===== src/rtl/vram_arbiter.sv =====
// Single-port video RAM arbiter: video scanout reads win, CPU writes are posted
// through a small FIFO, and CPU reads wait for the FIFO to drain.
module vram_arbiter #(
  parameter int AW     = 16,
  parameter int DEPTH  = 4,
  parameter int STARVE = 8
) (
  input  logic                       clock,
  input  logic                       reset,
  input  logic                       cpu_req,
  input  logic                       cpu_wren,
  input  logic [AW-1:0]              cpu_addr,
  input  logic [7:0]                 cpu_wdata,
  output logic [7:0]                 cpu_rdata,
  output logic                       cpu_stall,
  input  logic                       vid_req,
  input  logic [AW-1:0]              vid_addr,
  output logic                       vid_ack,
  output logic [7:0]                 vid_rdata,
  output logic [AW-1:0]              mem_addr,
  output logic                       mem_wren,
  output logic [7:0]                 mem_wdata,
  input  logic [7:0]                 mem_rdata,
  output logic [$clog2(DEPTH):0]     wbuf_level
);

  localparam int PW = $clog2(DEPTH);
  localparam int LW = PW + 1;
  localparam int SW = $clog2(STARVE + 1);

  typedef enum logic [1:0] {IDLE, RD_PEND, RD_DATA, RD_DONE} rd_state_t;

  rd_state_t       rd_state;
  logic [AW-1:0]   wbuf_addr [DEPTH];
  logic [7:0]      wbuf_data [DEPTH];
  logic [PW-1:0]   head_ptr;
  logic [PW-1:0]   tail_ptr;
  logic [SW-1:0]   starve_cnt;

  logic full, empty, w_elig, r_elig, cpu_side, override;
  logic grant_v, grant_w, grant_r, push, pop;

  assign full  = (wbuf_level == LW'(DEPTH));
  assign empty = (wbuf_level == '0);

  // Pending CPU work is frozen while reset is high so discarded writes never reach RAM.
  assign w_elig   = ~reset & ~empty;
  assign r_elig   = ~reset & (rd_state == RD_PEND) & empty;
  assign cpu_side = w_elig | r_elig;
  assign override = cpu_side & (starve_cnt == SW'(STARVE));

  assign grant_v = vid_req & ~override;
  assign grant_w = w_elig & ~grant_v;
  assign grant_r = r_elig & ~w_elig & ~grant_v;

  assign push = ~reset & cpu_req & cpu_wren & ~full;
  assign pop  = grant_w;

  always_comb begin
    mem_addr  = vid_addr;
    mem_wren  = 1'b0;
    mem_wdata = 8'h00;
    if (grant_w) begin
      mem_addr  = wbuf_addr[head_ptr];
      mem_wren  = 1'b1;
      mem_wdata = wbuf_data[head_ptr];
    end else if (grant_r) begin
      mem_addr = cpu_addr;
    end
  end

  assign cpu_stall = reset
                   | (cpu_req & cpu_wren & full)
                   | ((rd_state == IDLE) & cpu_req & ~cpu_wren)
                   | (rd_state == RD_PEND)
                   | (rd_state == RD_DATA);

  assign vid_rdata = mem_rdata;

  always_ff @(posedge clock) begin
    if (push) begin
      wbuf_addr[tail_ptr] <= cpu_addr;
      wbuf_data[tail_ptr] <= cpu_wdata;
    end
  end

  always_ff @(posedge clock) begin
    if (reset) begin
      head_ptr   <= '0;
      tail_ptr   <= '0;
      wbuf_level <= '0;
      starve_cnt <= '0;
    end else begin
      if (push) tail_ptr <= tail_ptr + PW'(1);
      if (pop)  head_ptr <= head_ptr + PW'(1);
      case ({push, pop})
        2'b10:   wbuf_level <= wbuf_level + LW'(1);
        2'b01:   wbuf_level <= wbuf_level - LW'(1);
        default: wbuf_level <= wbuf_level;
      endcase
      // Counts video wins only while the CPU side is actually waiting.
      if (!cpu_side || grant_w || grant_r)
        starve_cnt <= '0;
      else if (grant_v && starve_cnt != SW'(STARVE))
        starve_cnt <= starve_cnt + SW'(1);
    end
  end

  always_ff @(posedge clock) begin
    if (reset) begin
      rd_state  <= IDLE;
      cpu_rdata <= 8'h00;
      vid_ack   <= 1'b0;
    end else begin
      vid_ack <= grant_v;
      case (rd_state)
        IDLE:    if (cpu_req && !cpu_wren) rd_state <= RD_PEND;
        RD_PEND: if (grant_r) rd_state <= RD_DATA;
        RD_DATA: begin
          cpu_rdata <= mem_rdata;
          rd_state  <= RD_DONE;
        end
        default: rd_state <= IDLE;
      endcase
    end
  end

endmodule


===== config.mk =====
export PLATFORM = sky130hd
export DESIGN_NAME = vram_arbiter
export DESIGN_NICKNAME = d
export VERILOG_FILES = /design/src/rtl/vram_arbiter.sv
export SDC_FILE = /design/constraint.sdc
export NUM_CORES = 1
export LEC_CHECK = 0
export BUFFER_PORTS_ARGS = -buffer_cell sky130_fd_sc_hd__buf_4
export CAP_MARGIN = 20
export CORE_MARGIN = 5
export CORE_UTILIZATION = 49
export DETAILED_ROUTE_END_ITERATION = 12
export GPL_TIMING_DRIVEN = 0
export PLACE_DENSITY = 0.76
export SYNTH_ARGS = -nofsm -noshare
export SYNTH_HDL_FRONTEND = slang
export SYNTH_SLANG_ARGS = --single-unit

===== constraint.sdc =====
create_clock -name clock -period 2.4 [get_ports clock]
set_input_delay 0 -clock clock [delete_from_list [all_inputs] [get_ports clock]]
set_output_delay 0 -clock clock [all_outputs]
set_load 0.05 [all_outputs]

==> summary.txt <==
Max_slew headroom: 0.520
Sink Count: 120
Power density cells: 840 nW/um^2
Register area: 3370 um^2
Chip width: 112 um
Overall Global Routing Usage: 0.190
Worst Hold Class: in -> reg
Place WS: -0.248 ns
Worst skew pair latency: 0.51 ns
Lkg Pwr: 2.78 nW
Number of global-route vias before repair: 3,564
Failing checks: hold timing
CP peak stage delay: 0.34 ns
GRT overflow: 0
Crit Path Class: reg -> reg
Max VDD drop: 0.524 mV
Final #Nets: 556
Clk slew on worst S/H paths: 0.06 ns
Layout Skew: 0.00972 ns
Starting density of the core: 0.499
Setup violators final: 0
Mapped Cells: 326
Seq cells post-synth: 120
Max-cap violations: 0
Fin crit share: 0.961
Max clock buf depth: 2
Die area: 12,600 um^2
Core area: 10,200 um^2
Setup crit start kind: flop
Post-route cell area: 7220 um^2
DP HPWL: 7.08 mm
Register area share after synthesis: 0.659
Root Buffer: clkbuf_8
WL final: 11.4 mm
Yosys Warn Count: 0
Pin count of the biggest net entering global routing: 17
Ant diodes: 0
Share of cells above drive strength 1: 0.405
Slowest CP cell: fa_2
Post-route minimum period: 2.31 ns
WL/cell: 17.9 um
Antenna violations before repair: 0
CP delay by family, top: adder cells
Fillers: 660
DIE HEIGHT: 112 um
# DRC: 0
Worst path bufs/invs: 3
Synthesized cell area: 5110 um^2
Unrepaired setup endpoints after global routing: yes
First-pass DRT Iterations: 5
Drt initial violations: 198
Crit path capture type: flop
Number of CTS-inserted buffers: 17
Post-DRT Antenna Nets: 0
Std-Cell Rows: 37
Post-synth EDFFs: 96
Buffers on Ports: 98
Cell Area, Placed: 6150 um^2
Slew @ Worst Pin: 0.720 ns
Hold Slack: -0.0131 ns
First-pass GRT wire length: 18.6 mm
Routability Congestion: 0.714
Post-Syn Nets: 391
CTS HTree Levels: 4
Peak Freq: 434 MHz
Synth unique cells: 36
Async SR Flop Fraction: 0
Via count: 3,311
Slew Viols, Final: 0
Post-synth top flop: edfxtp_1
Setup ws final: 0.0947 ns
Final hold vios: 2
CP Max Fanout: 3
Area grow syn2layout: 41.4%
Status: complete, but fails checks
Via/cell ratio: 5.17
Multi-input combinational cell area: 1610 um^2
Ports: 99
Worst EP arrival: 2.74 ns
Crit-path cells: inv_2 -> ha_4 -> nand3b_1 -> a211oi_4 -> buf_6 -> ha_4 -> inv_2 -> fa_2 -> xor2_1 -> or3_4 -> a21oi_1
Required @ worst endpoint: 2.83 ns
CTS tree: built
Avg Inst Size Synth: 15.7 um^2
-- metrics by stage --
step / util / power [mW] / std cells / TNS, ns / hold slack, ns
6_report: 0.706 / 6.07 / 640 / 0 / -0.0131
5_1_grt: 0.706 / 6.28 / 640 / -0.0192 / 0.0103
4_1_cts: 0.701 / 6.07 / 637 / 0 / 0.00456
3_5_place_dp: 0.601 / 3.41 / 564 / -0.316 / 0.206
3_3_place_gp: 0.593 / 3.38 / 560 / -8.92 / 0.201
2_1_floorplan: - / 3.09 / 326 / -0.0389 / 0.0989
-- final cells by class --
class                           count  area share
Buffer                             22      0.0220
Clock buffer                       18      0.0579
Clock inverter                     14      0.0274
Inverter                           14     0.00728
Multi-Input combinational cell    170       0.223
Sequential cell                   120       0.467
Tap cell                          136      0.0236
Timing Repair Buffer              146       0.172
-- report_power, final --
group	leakage (nW)	internal, mW	total [mW]	switching [mW]
logic	1.43	0.441	1.09	0.653
clock network	0.284	1.69	2.61	0.921
registers	1.06	2.31	2.36	0.0474
total	2.78	4.45	6.07	1.62
-- layer usage --
metal | vias to the layer above | wire length (um) | global-route usage
li1 | 1549 | - | -
met1 | 1615 | 4620 | 0.227
met2 | 130 | 5810 | 0.324
met3 | 17 | 824 | 0.0631
met4 | 0 | 187 | 0.0665
met5 | - | 0 | 0
-- logic make-up (layout without fill, tap and decap cells) --
logic type | Yosys count | count (layout) | share of synthesized area
adders and majority gates | 12 | 12 | 0.0309
AOI/OAI and AO/OA | 30 | 30 | 0.0382
xor gates and xnor gates | 7 | 7 | 0.0120
and+or+nand+nor | 71 | 71 | 0.0679
buffers and inverters | 36 | 214 | 0.0358
muxes | 50 | 50 | 0.157
DFF | 120 | 120 | 0.658
-- registers in the layout (all words and copies together), names as in the netlist, named ones only --
register	flops
cpu_rdata	8
head_ptr	2
rd_state	2
starve_cnt	4
tail_ptr	2
vid_ack	1
wbuf_addr	64
wbuf_data	32
wbuf_level	3
-- cells in the mapped netlist, types with 3 or more instances --
master	n	area [um^2]
a21oi_1	6	30.0
and2_1	9	56.3
and3_1	4	25.0
buf_2	5	25.0
buf_4	8	60.1
clkbuf_1	7	26.3
dfxtp_1	24	480
edfxtp_1	96	2880
ha_1	11	138
inv_1	14	52.6
mux2i_1	26	260
mux4_2	24	541
nand2_1	22	82.6
nor2_1	23	86.3
nor3_1	3	15.0
o21ai_0	19	95.1
xnor2_1	3	26.3
xor2_1	4	35.0
-- placed cells by master (no fill, tap or decap), types with 3 or more instances in the layout --
| cell type | instances |
|---|---|
| nand2_1 | 22 |
| mux2i_1 | 25 |
| nor3_1 | 3 |
| ha_1 | 9 |
| bufinv_16 | 4 |
| buf_4 | 115 |
| and3_1 | 3 |
| dfxtp_1 | 19 |
| clkbuf_1 | 4 |
| clkinvlp_4 | 5 |
| o21ai_0 | 10 |
| inv_2 | 3 |
| and2_1 | 9 |
| nor2_1 | 23 |
| inv_1 | 11 |
| dlygate4sd3_1 | 36 |
| clkbuf_16 | 16 |
| o21ai_1 | 10 |
| dfxtp_2 | 5 |
| a21oi_1 | 5 |
| xnor2_1 | 3 |
| mux4_2 | 24 |
| edfxtp_1 | 96 |
| clkbuf_4 | 3 |
| xor2_1 | 4 |
-- worst register-to-register path: cells and delay by family (launching register included) --
family,cells,cell delay (ns)
adders and majority gates,3,0.60
AOI/OAI and AO/OA,2,0.40
xor gates and xnor gates,1,0.18
and+or+nand+nor,2,0.45
buffers and inverters,3,0.27
DFF,1,0.33
-- timing repair --
item | 4_1_cts | 5_1_grt
gates resized for setup | 7 | 9
endpoints found under the setup margin | 26 | 52
hold buffers | 35 | 1
endpoints found under the hold margin | 113 | 1
pin swaps | 2 | 2
setup buffers | 6 | 2
-- worst paths after layout --
path | startpoint | slack [ns] | endpoint | cells past startpoint
worst max-delay path | starve_cnt[0] | 0.09 | wbuf_level[2] | 11
worst min-delay path | cpu_wren | -0.01 | tail_ptr[1] | 5
worst max register to register | starve_cnt[0] | 0.09 | wbuf_level[2] | 11
worst min register to register | head_ptr[1] | 0.46 | head_ptr[1] | 1
No activity file was read; power rests on OpenSTA's default activity.
